--- src/rtl/exc_pipe_chain.sv ---
// Exception-record pipeline: STAGES registers that carry BD/VPC/ExcCode/payload from fetch to CP0.
// The earliest cause is kept, a stall boundary can move, and Req/ERET flush and redirect the chain.

module exc_stage #(
  parameter int          PAY_W   = 32,
  parameter int          EXC_W   = 5,
  parameter logic [31:0] PC_INIT = 32'h0000_3000
) (
  input  logic             clk,
  input  logic             RESET_N,
  input  logic             flush,
  input  logic [31:0]      flush_vpc,
  input  logic             hold,
  input  logic             bubble,
  input  logic             src_valid,
  input  logic             src_bd,
  input  logic [31:0]      src_vpc,
  input  logic [EXC_W-1:0] src_exc,
  input  logic [PAY_W-1:0] src_pay,
  input  logic [EXC_W-1:0] x_exc,
  output logic             valid,
  output logic             bd,
  output logic [31:0]      vpc,
  output logic [EXC_W-1:0] exc,
  output logic [PAY_W-1:0] pay
);
  logic [EXC_W-1:0] merged;

  // A carried code always wins; bubbles never pick one up.
  assign merged = (src_valid && src_exc == '0) ? x_exc : src_exc;

  always_ff @(posedge clk) begin
    if (!RESET_N) begin
      valid <= 1'b0; bd <= 1'b0; vpc <= PC_INIT;   exc <= '0; pay <= '0;
    end else if (flush) begin
      valid <= 1'b0; bd <= 1'b0; vpc <= flush_vpc; exc <= '0; pay <= '0;
    end else if (bubble) begin
      // Bubble keeps BD/VPC of the stalled record so EPC still names it.
      valid <= 1'b0; bd <= src_bd; vpc <= src_vpc; exc <= '0; pay <= '0;
    end else if (!hold) begin
      valid <= src_valid; bd <= src_bd; vpc <= src_vpc; exc <= merged; pay <= src_pay;
    end
  end
endmodule

module exc_pipe_chain #(
  parameter int          STAGES       = 3,
  parameter int          PAY_W        = 32,
  parameter int          EXC_W        = 5,
  parameter logic [31:0] PC_INIT      = 32'h0000_3000,
  parameter logic [31:0] HANDLE_START = 32'h0000_4180,
  localparam int         SW           = $clog2(STAGES)
) (
  input  logic                        clk,
  input  logic                        RESET_N,
  input  logic                        Req,
  input  logic                        ERET,
  input  logic [31:0]                 EPC,
  input  logic                        STALL_N,
  input  logic [SW-1:0]               STALL_AT,
  input  logic                        D_VALID,
  input  logic                        D_BD,
  input  logic [31:0]                 D_VPC,
  input  logic [EXC_W-1:0]            D_ExcCode,
  input  logic [PAY_W-1:0]            D_PAY,
  input  logic [(STAGES-1)*EXC_W-1:0] X_ExcCode,
  output logic [STAGES-1:0]           Q_VALID,
  output logic [STAGES-1:0]           Q_BD,
  output logic [STAGES*32-1:0]        Q_VPC,
  output logic [STAGES*EXC_W-1:0]     Q_ExcCode,
  output logic [STAGES*PAY_W-1:0]     Q_PAY,
  output logic                        EXC_PENDING
);
  logic [SW-1:0]                  k;
  logic [31:0]                    k32;
  logic                           flush;
  logic [31:0]                    flush_vpc;
  logic [STAGES-1:0]              hold, bubble, valid, bd;
  logic [STAGES-1:0][31:0]        vpc;
  logic [STAGES-1:0][EXC_W-1:0]   exc;
  logic [STAGES-1:0][PAY_W-1:0]   pay;

  // Out-of-range boundary saturates to the last stage: full freeze, no bubble.
  assign k         = (32'(STALL_AT) > 32'(STAGES-1)) ? SW'(STAGES-1) : STALL_AT;
  assign k32       = 32'(k);
  assign flush     = Req || ERET;
  assign flush_vpc = Req ? HANDLE_START : EPC;

  for (genvar i = 0; i < STAGES; i++) begin : g_stage
    logic             src_valid, src_bd;
    logic [31:0]      src_vpc;
    logic [EXC_W-1:0] src_exc, x_exc;
    logic [PAY_W-1:0] src_pay;

    if (i == 0) begin : g_head
      assign src_valid = D_VALID;
      assign src_bd    = D_BD;
      assign src_vpc   = D_VPC;
      assign src_exc   = D_ExcCode;
      assign src_pay   = D_PAY;
      assign x_exc     = '0;
    end else begin : g_body
      assign src_valid = valid[i-1];
      assign src_bd    = bd[i-1];
      assign src_vpc   = vpc[i-1];
      assign src_exc   = exc[i-1];
      assign src_pay   = pay[i-1];
      assign x_exc     = X_ExcCode[(i-1)*EXC_W +: EXC_W];
    end

    assign hold[i]   = !STALL_N && (32'(i) <= k32);
    assign bubble[i] = !STALL_N && (32'(i) == k32 + 32'd1);

    exc_stage #(.PAY_W(PAY_W), .EXC_W(EXC_W), .PC_INIT(PC_INIT)) u_stage (
      .clk       (clk),
      .RESET_N   (RESET_N),
      .flush     (flush),
      .flush_vpc (flush_vpc),
      .hold      (hold[i]),
      .bubble    (bubble[i]),
      .src_valid (src_valid),
      .src_bd    (src_bd),
      .src_vpc   (src_vpc),
      .src_exc   (src_exc),
      .src_pay   (src_pay),
      .x_exc     (x_exc),
      .valid     (valid[i]),
      .bd        (bd[i]),
      .vpc       (vpc[i]),
      .exc       (exc[i]),
      .pay       (pay[i])
    );
  end

  assign Q_VALID     = valid;
  assign Q_BD        = bd;
  assign Q_VPC       = vpc;
  assign Q_ExcCode   = exc;
  assign Q_PAY       = pay;
  assign EXC_PENDING = valid[STAGES-1] && (exc[STAGES-1] != '0);
endmodule
--- config.mk ---
export PLATFORM = sky130hd
export DESIGN_NAME = exc_pipe_chain
export DESIGN_NICKNAME = d
export VERILOG_FILES = /design/src/rtl/exc_pipe_chain.sv
export SDC_FILE = /design/constraint.sdc
export NUM_CORES = 1
export LEC_CHECK = 0
export CORE_AREA = 2 2 171 131
export DETAILED_ROUTE_END_ITERATION = 12
export DIE_AREA = 0 0 173 133
export PLACE_DENSITY = 0.77
export SLEW_MARGIN = 5
export SYNTH_ARGS = -nofsm -noshare
export SYNTH_HDL_FRONTEND = slang
export SYNTH_SLANG_ARGS = --single-unit
--- constraint.sdc ---
create_clock -name clk -period 1.3 [get_ports clk]
set_input_delay 0.13 -clock clk [delete_from_list [all_inputs] [get_ports clk]]
set_output_delay 0.13 -clock clk [all_outputs]
set_load 0.01 [all_outputs]
==> flow_summary.json, run 1 <==
{
  "num_vias": 8323,
  "fmax_mhz": 561,
  "yosysTopAreaCell": "dfxtp_1",
  "drive_above_1_share_pct": 14.5,
  "synth_top_area_share_pct": 52.0,
  "cts_setup_buffers": 0,
  "yosys-top-cells-area": "dfxtp_1 (52%), nand2_1 (8.1%), o21ai_0 (7.3%), a21oi_1 (6.5%), mux2i_1 (4.9%)",
  "leakagePower_nw": 5.14,
  "grtUsageTotal_pct": 23.6,
  "die_h_um": 133,
  "fillers": 1912,
  "wl_um": 28800,
  "skew_ns": 0.00840,
  "syn_inst": 954,
  "grt_max_degree": 76,
  "first_global_vias": 8019,
  "max_stage_delay_ns": 0.53,
  "htreeDepth": 1,
  "post_drt_wl_per_cell_um": 18.1,
  "register_area_sq_mm": 0.00429,
  "multi_input_area_sq_mm": 0.00357,
  "postSynthAreaPerCell_sq_um": 8.60,
  "tns_ns": -0.483,
  "relSlewSlack_pct": 65.8,
  "cts.path.max_buffers": 3,
  "min_period_ns": 1.78,
  "die_area_sq_mm": 0.0230,
  "swShare_pct": 24.4,
  "synth.distinct_cells": 41,
  "synth_most_common_cell": "dfxtp_1",
  "r2r_slack_ns": 0.08,
  "ys_warn_count": 0,
  "yosys_most_used_dff": "dfxtp_1",
  "cts.sinks": 213,
  "rows": 47,
  "required_ns": 1.17,
  "finalCritPeriodShare_pct": 137,
  "globalplace.congestion": 0.850,
  "run_status": "finished, violations left",
  "ioPinCount": 334,
  "cpMaxStageDelayCell": "or4_4",
  "synthArstFlopShare_pct": 0,
  "crit_arrival_ns": 1.65,
  "grt_overflow_total": 0,
  "hold_path.class": "in2reg",
  "path_cells": "or4_4, o21a_1, buf_6",
  "pwr-share-comb_pct": 12.6,
  "cp-start-kind": "register",
  "p_clk_share_pct": 40.5,
  "setup_viol": 1,
  "syn_area_sq_mm": 0.00821,
  "tightestPinTransition_ns": 0.514,
  "final_cells": 1589,
  "hpwl_um": 19800,
  "violations": "setup timing",
  "cp-end-kind": "primary output",
  "syn_nets": 1074,
  "final_nets": 1401,
  "crit_buf_inv": 1,
  "first_iter_violations": 621,
  "power-per-cell-area_mw_per_mm2": 1150,
  "coreArea_sq_mm": 0.0215,
  "clk_pin_slew_worst_paths_ns": 0.07,
  "antenna_found_initial": 2,
  "synth_common_cells": "dfxtp_1 (213), nand2_1 (178), o21ai_0 (119)",
  "numPortBuffers": 333,
  "grt_pass1_wl_um": 44400,
  "cp_max_fo": 2,
  "first_pass_iters": 5,
  "placed_area_sq_mm": 0.0121,
  "drc": 0,
  "fin_area_sq_mm": 0.0127,
  "hold_buffers": 0,
  "area_delta_synth_final_pct": 54.9,
  "cts-root-buf": "clkbuf_16",
  "viasPerCell": 5.24,
  "critPathTopFamily": "simple AND/OR/NAND/NOR gates",
  "ant_nets": 0,
  "fin_ws_ns": -0.483,
  "drv_cap": 0,
  "placed_cells": 1549,
  "drv_slew": 0,
  "die_w_um": 173,
  "synth_seq_cells": 213,
  "switching_power_mw": 3.58,
  "cts_tree": "built",
  "p_total_mw": 14.7,
  "yosysSeqAreaShare_pct": 52.0,
  "p_seq_share_pct": 46.9,
  "start_util_pct": 38.1,
  "vdd_drop_max_mv": 0.809,
  "rsz0062_at_grt": "yes",
  "hold_viol_final": 0,
  "critical_path_class": "reg2out",
  "synth_edf_count": 0,
  "intPower_mw": 11.1,
  "clkLatencyLatePin_ns": 0.49,
  "cts_made_buffers": 21
}
[worst register-to-register path, stage by stage, from the launching register on]
cell and delay (ns):
dfxtp_2 0.33, nor4b_2 0.26, buf_4 0.18, a41oi_2 0.15, a211oi_1 0.21
[layer usage]
metal  track usage, %  share of wire [%]  routed length [um]  vias up
li1                 -                  -                   -     3984
met1             31.9                 45               13000     3962
met2             37.8                 46               13200      319
met3             4.08                5.9                1700       58
met4             8.80                2.9                 843        0
met5                0                  0                   0        -
[timing repair]
action,4_1_cts,5_1_grt
resized for setup,282,121
hold endpoints to repair,0,0
endpoints found under the setup margin,315,117
pin swaps,1,2
gates cloned,2,1
[power by group through the flow]
stage | combinational [mW] | sequential, mW | clock [mW]
floorplan | 0.722 | 7.09 | 0
global placement | 1.91 | 7.02 | 0
detailed placement | 1.94 | 7.02 | 0
CTS | 1.83 | 6.87 | 6.07
global route | 1.98 | 6.90 | 6.32
finish | 1.85 | 6.88 | 5.95
[registers in the layout, summed over array words and instances, names as in the netlist]
| signal | count |
|---|---|
| g_stage.u_stage.pay | 96 |
| g_stage.u_stage.vpc | 96 |
| g_stage.u_stage.exc | 15 |
| g_stage.u_stage.bd | 3 |
| g_stage.u_stage.valid | 3 |
[area by class of cell]
type                       count  share of cell area (%)
antenna                        2                  0.0394
clock buffer                  29                    4.76
clock inverter                 6                   0.502
inverter                       5                   0.148
multi-input combinational    645                    28.1
sequential                   213                    33.8
tap                          294                    2.89
timing repair buffer         395                    29.8
[kinds of logic after synthesis]
logic type / synth area share [%]
mux: 5.29
flops: 52.0
compound gates: 24.5
simple gates: 12.5
buf+inv: 5.73
[through the flow]
stage	util (%)	hold slack, ns	setup slack, ns
floorplan	-	0.277	-0.0853
global placement	56.4	0.437	-0.625
detailed placement	56.4	0.444	-0.647
CTS	58.8	0.0585	-0.527
global route	59.1	0.0841	-0.532
finish	59.1	0.0822	-0.483
[cell usage in the layout (no fill, tap or decap), drive strengths merged, types with 2 or more instances in the layout]
cell type      netlist  layout
dfxtp              213     213
nand2              178     178
a21oi              126     126
o21ai              120     120
clkdlybuf4s50        0     114
dlygate4sd2          0     107
clkdlybuf4s15        0      81
buf                 38      72
nor2                61      61
clkbuf              53      50
mux2i               40      40
a31oi               29      29
o31ai               29      29
a21boi               8       8
nor3                 8       8
a311oi               7       7
o22ai                6       6
inv                  5       5
a211oi               5       5
nor2b                4       4
mux2                 3       3
o32ai                3       3
clkinv               0       3
diode                0       2
clkinvlp             0       2
nor4b                2       2
a31o                 2       2
[final timing paths]
kind         depth (start not counted)                                       to                              startpoint
max                                  3                              EXC_PENDING  g_stage[2].u_stage.exc[4]$_SDFFE_PP0N_
min                                  3  g_stage[2].u_stage.vpc[13]$_SDFFE_PN1P_                                 RESET_N
max reg2reg                          4   g_stage[1].u_stage.exc[4]$_SDFFE_PP0N_  g_stage[0].u_stage.exc[4]$_SDFFE_PP0P_
min reg2reg                          2   g_stage[2].u_stage.pay[9]$_SDFFE_PP0N_  g_stage[2].u_stage.pay[9]$_SDFFE_PP0N_
(Power assumes the default switching activity.)
==> run 2, diff against run 1 <==
- CORE_AREA: 2 2 171 131 -> 2 2 163 125
- DIE_AREA: 0 0 173 133 -> 0 0 165 127
- PLACE_DENSITY: 0.77 -> 0.8
- clock period: 1.3 -> 1.85 ns (I/O delays scaled with it)
==> flow_summary.json, run 2 (synthesis results as in run 1) <==
{
  "run_status": "finished clean",
  "hold_viol_final": 0,
  "critical_path_class": "reg2out",
  "first_iter_violations": 723,
  "required_ns": 1.66,
  "cp_max_fo": 3,
  "reg_top3": "g_stage.u_stage.pay: 96 flops, g_stage.u_stage.vpc: 96 flops, g_stage.u_stage.exc: 15 flops",
  "max_stage_delay_ns": 0.51,
  "drv_slew": 0,
  "crit_buf_inv": 1,
  "globalplace.congestion": 0.896,
  "final_nets": 1375,
  "met3_usage_pct": 4.29,
  "placed_area_sq_mm": 0.0119,
  "die_h_um": 127,
  "final_common_cell": "clkdlybuf4s50_1",
  "hold_path.class": "in2reg",
  "cp-end-kind": "primary output",
  "cts.path.max_buffers": 3,
  "drive_above_1_share_pct": 8.60,
  "viasPerCell": 5.42,
  "cpMaxStageDelayCell": "or4_4",
  "crit_arrival_ns": 1.65,
  "busiest_layer": "met2",
  "cts.sinks": 213,
  "die_w_um": 165,
  "ioPinCount": 334,
  "grt_max_degree": 98,
  "leakagePower_nw": 4.41,
  "skew_ns": 0.00815,
  "critPathTopFamily": "simple AND/OR/NAND/NOR gates",
  "cts_made_buffers": 21,
  "clkLatencyLatePin_ns": 0.49,
  "post_drt_wl_per_cell_um": 18.1,
  "grt_overflow_total": 0,
  "placed_cells": 1485,
  "use_met1_pct": 34.6,
  "min_period_ns": 1.83,
  "cts_setup_buffers": 0,
  "p_total_mw": 10.7,
  "wl_um": 27600,
  "htreeDepth": 1,
  "cts_tree": "built",
  "multi_input_area_sq_mm": 0.00352,
  "power-per-cell-area_mw_per_mm2": 847,
  "hpwl_um": 19200,
  "first_global_vias": 7764,
  "final_cells": 1522,
  "path_cells": "or4_4, o21a_1, buf_6",
  "grtUsageTotal_pct": 25.2,
  "fin_area_sq_mm": 0.0126,
  "grtUsageMet2_pct": 40.5,
  "drv_cap": 0,
  "rows": 44,
  "fillers": 1559,
  "setup_viol": 0,
  "vdd_drop_max_mv": 0.662,
  "rsz0062_at_grt": "yes",
  "antenna_found_initial": 1,
  "relSlewSlack_pct": 44.7,
  "clk_pin_slew_worst_paths_ns": 0.06,
  "tightestPinTransition_ns": 0.819,
  "grt_pass1_wl_um": 42400,
  "fin_ws_ns": 0.0190,
  "coreArea_sq_mm": 0.0192,
  "area_delta_synth_final_pct": 53.7,
  "numPortBuffers": 333,
  "start_util_pct": 42.7,
  "die_area_sq_mm": 0.0210,
  "finalCritPeriodShare_pct": 99.0,
  "drc": 0,
  "register_area_sq_mm": 0.00427,
  "fmax_mhz": 546,
  "ant_nets": 0,
  "num_vias": 8255,
  "cp-start-kind": "register",
  "dpl_worst_slack_ns": -0.146,
  "first_pass_iters": 5,
  "cts-root-buf": "clkbuf_16",
  "final_cell_mix": "clkdlybuf4s50_1 (330), dfxtp_1 (212), nand2_1 (178), o21ai_0 (119), a21oi_1 (106)"
}
-- run 2: area by class of cell --
class | count | area share (%)
clock inverters | 7 | 0.873
clock buffers | 29 | 4.96
well taps | 253 | 2.51
repair buffers | 369 | 29.8
diodes | 1 | 0.0198
flip-flops and latches | 213 | 33.8
inverters | 5 | 0.149
multi-input cells | 645 | 27.9
-- run 2: through the flow --
step	utilization [%]	setup TNS (ns)	hold WS, ns
6_report	65.6	0	0.210
5_1_grt	65.6	-0.0241	0.235
4_1_cts	65.6	-0.0108	0.174
3_5_place_dp	61.8	-5.24	0.443
3_3_place_gp	61.8	-1.67	0.437
2_1_floorplan	-	0	0.332
-- run 2: worst paths after layout --
check                                                       startpoint                                       to  slack [ns]  depth (start not counted)
worst min register to register  g_stage[2].u_stage.pay[8]$_SDFFE_PP0N_   g_stage[2].u_stage.pay[8]$_SDFFE_PP0N_        0.45                          2
worst max-delay path            g_stage[2].u_stage.exc[2]$_SDFFE_PP0N_                              EXC_PENDING        0.02                          3
worst max register to register   g_stage[0].u_stage.valid$_SDFFE_PP0P_   g_stage[1].u_stage.exc[4]$_SDFFE_PP0N_        0.17                          3
worst min-delay path                                           RESET_N  g_stage[2].u_stage.vpc[13]$_SDFFE_PN1P_        0.21                          3
-- run 2: worst min-delay path: cells and delay by family --
family          cells  cell delay (ns)
buf+inv             2             0.34
compound gates      1             0.11
-- run 2: timing repair --
item                                   CTS  global route
gates resized for setup                  7             0
endpoints found under the hold margin    0             0
pin swaps                                1             0
hold buffers                             0             0
setup endpoints to repair                1             1
-- run 2: per-layer routing --
| metal | wire length, um | part of all wire (%) |
|---|---|---|
| met5 | 0 | 0 |
| met4 | 871 | 3.2 |
| met2 | 12700 | 46 |
| met1 | 12300 | 44 |
| met3 | 1730 | 6.3 |
-- run 2: report_power, final --
part / internal [mW] / switching, mW / total (mW)
logic: 0.694 / 0.623 / 1.32
clock network: 2.77 / 1.76 / 4.53
registers: 4.73 / 0.107 / 4.84
total: 8.19 / 2.49 / 10.7
==> run 3, diff against run 2 <==
- CELL_PAD_IN_SITES_DETAIL_PLACEMENT: not set -> 0
- CELL_PAD_IN_SITES_GLOBAL_PLACEMENT: not set -> 1
- CORE_AREA: 2 2 163 125 -> 2 2 191 146
- DIE_AREA: 0 0 165 127 -> 0 0 193 148
- PLACE_DENSITY: 0.8 -> 0.81
==> flow_summary.json, run 3 (synthesis results as in run 1) <==
{
  "first_pass_iters": 5,
  "antenna_found_initial": 0,
  "crit_start": "g_stage[2].u_stage.exc[2]$_SDFFE_PP0N_",
  "relSlewSlack_pct": 54.5,
  "diodes": 0,
  "leakagePower_nw": 4.47,
  "globalplace.congestion": 0.788,
  "p_seq_share_pct": 44.0,
  "post_drt_wl_per_cell_um": 18.1,
  "clkLatencyLatePin_ns": 0.51,
  "grt_max_degree": 65,
  "cp-start-kind": "register",
  "viasPerCell": 4.98,
  "swShare_pct": 23.8,
  "drv_slew": 0,
  "placed_cells": 1590,
  "start_util_pct": 30.8,
  "rows": 52,
  "grt_overflow_total": 0,
  "final_common_cell": "clkdlybuf4s50_1",
  "final_nets": 1385,
  "switching_power_mw": 2.62,
  "rsz0062_at_grt": "yes",
  "drv_cap": 0,
  "cts_tree": "built",
  "final_core_util_pct": 48.1,
  "r2r_slack_ns": 0.46,
  "critical_path_class": "reg2out",
  "drive_above_1_share_pct": 9.45,
  "worstReg2RegStart": "g_stage[0].u_stage.valid$_SDFFE_PP0P_",
  "coreArea_sq_mm": 0.0267,
  "first_global_vias": 7816,
  "die_h_um": 148,
  "setup_viol": 0,
  "run_status": "finished clean",
  "hpwl_um": 20500,
  "cts.sinks": 213,
  "pwr-share-comb_pct": 12.2,
  "die_w_um": 193,
  "final_cells": 1632,
  "drc": 0,
  "cts.path.max_buffers": 3,
  "crit_arrival_ns": 1.66,
  "skew_ns": 0.00888,
  "cp_max_fo": 2,
  "p_clk_share_pct": 43.8,
  "die_area_sq_mm": 0.0286,
  "cts_made_buffers": 23,
  "fin_ws_ns": 0.00378,
  "num_vias": 8131,
  "power-per-cell-area_mw_per_mm2": 856,
  "fmax_mhz": 542,
  "finalCritPeriodShare_pct": 99.8,
  "numPortBuffers": 333,
  "final_cell_mix": "clkdlybuf4s50_1 (330), dfxtp_1 (211), nand2_1 (178), o21ai_0 (119), a21oi_1 (106)",
  "vdd_drop_max_mv": 0.582,
  "grt_pass1_wl_um": 45200,
  "cp-end-kind": "primary output",
  "ant_nets": 0,
  "hp-start": "STALL_N",
  "wl_um": 29500,
  "cts-root-buf": "clkbuf_16",
  "tightestPinTransition_ns": 0.682,
  "fillers": 2573,
  "min_period_ns": 1.85,
  "ioPinCount": 334,
  "reg_top3": "g_stage.u_stage.pay: 96 flops, g_stage.u_stage.vpc: 96 flops, g_stage.u_stage.exc: 15 flops",
  "hold_path.class": "in2reg",
  "hold_viol_final": 0,
  "first_iter_violations": 471,
  "dpl_worst_slack_ns": -0.241,
  "intPower_mw": 8.37,
  "grtUsageTotal_pct": 19.9,
  "clk_pin_slew_worst_paths_ns": 0.06,
  "area_delta_synth_final_pct": 56.5,
  "htreeDepth": 1,
  "tns_ns": 0,
  "required_ns": 1.66
}
run 3: worst paths after layout:
kind                                                  end  cells past startpoint
hold reg to reg   g_stage[2].u_stage.pay[31]$_SDFFE_PP0N_                      2
hold / removal    g_stage[0].u_stage.pay[20]$_SDFFE_PP0P_                      4
setup / recovery                              EXC_PENDING                      3
setup reg to reg   g_stage[1].u_stage.exc[0]$_SDFFE_PP0N_                      4
run 3: per-layer routing:
metal / wire, um / vias to the layer above / share of wire, % / GRT usage (%)
li1: - / 3947 / - / -
met1: 13400 / 3877 / 45 / 27.4
met2: 13700 / 261 / 46 / 31.9
met3: 1630 / 46 / 5.5 / 3.44
met4: 779 / 0 / 2.6 / 5.53
met5: 0 / - / 0 / 0
run 3: worst max-delay path, stage by stage, from the launching register on:
cell	delay, ns
dfxtp_2	0.32
or4_1	0.52
o21a_1	0.19
buf_2	0.14
run 3: through the flow:
stage               power (mW)  area [sq um]  hold slack [ns]
floorplan                 5.47          8210            0.332
global placement          6.26         12000            0.437
detailed placement        6.28         12000            0.443
CTS                       11.1         12800            0.212
global route              11.4         12800            0.255
finish                    11.0         12800            0.242
run 3: power groups by stage:
stage,Combinational (mW),Clock [mW],Sequential [mW]
floorplan,0.492,0,4.98
finish,1.34,4.81,4.84
CTS,1.35,4.94,4.83
detailed placement,1.34,0,4.93
global route,1.44,5.10,4.85
global placement,1.33,0,4.93
run 3: timing repair:
item / CTS / global route
endpoints found under the setup margin: 1 / 1
buffers inserted: 1 / 0
gates cloned: 0 / 0
gates resized for setup: 6 / 0
pin swaps: 2 / 1
hold buffers: 0 / 0
run 3: final cells by class:
class | instances | area (sq um) | share of cell area (%)
sequential | 213 | 4270 | 33.2
timing repair buffer | 377 | 3810 | 29.7
multi-input combinational | 645 | 3520 | 27.4
clock buffer | 32 | 669 | 5.21
tap | 351 | 439 | 3.42
clock inverter | 9 | 123 | 0.955
inverter | 5 | 18.8 | 0.146
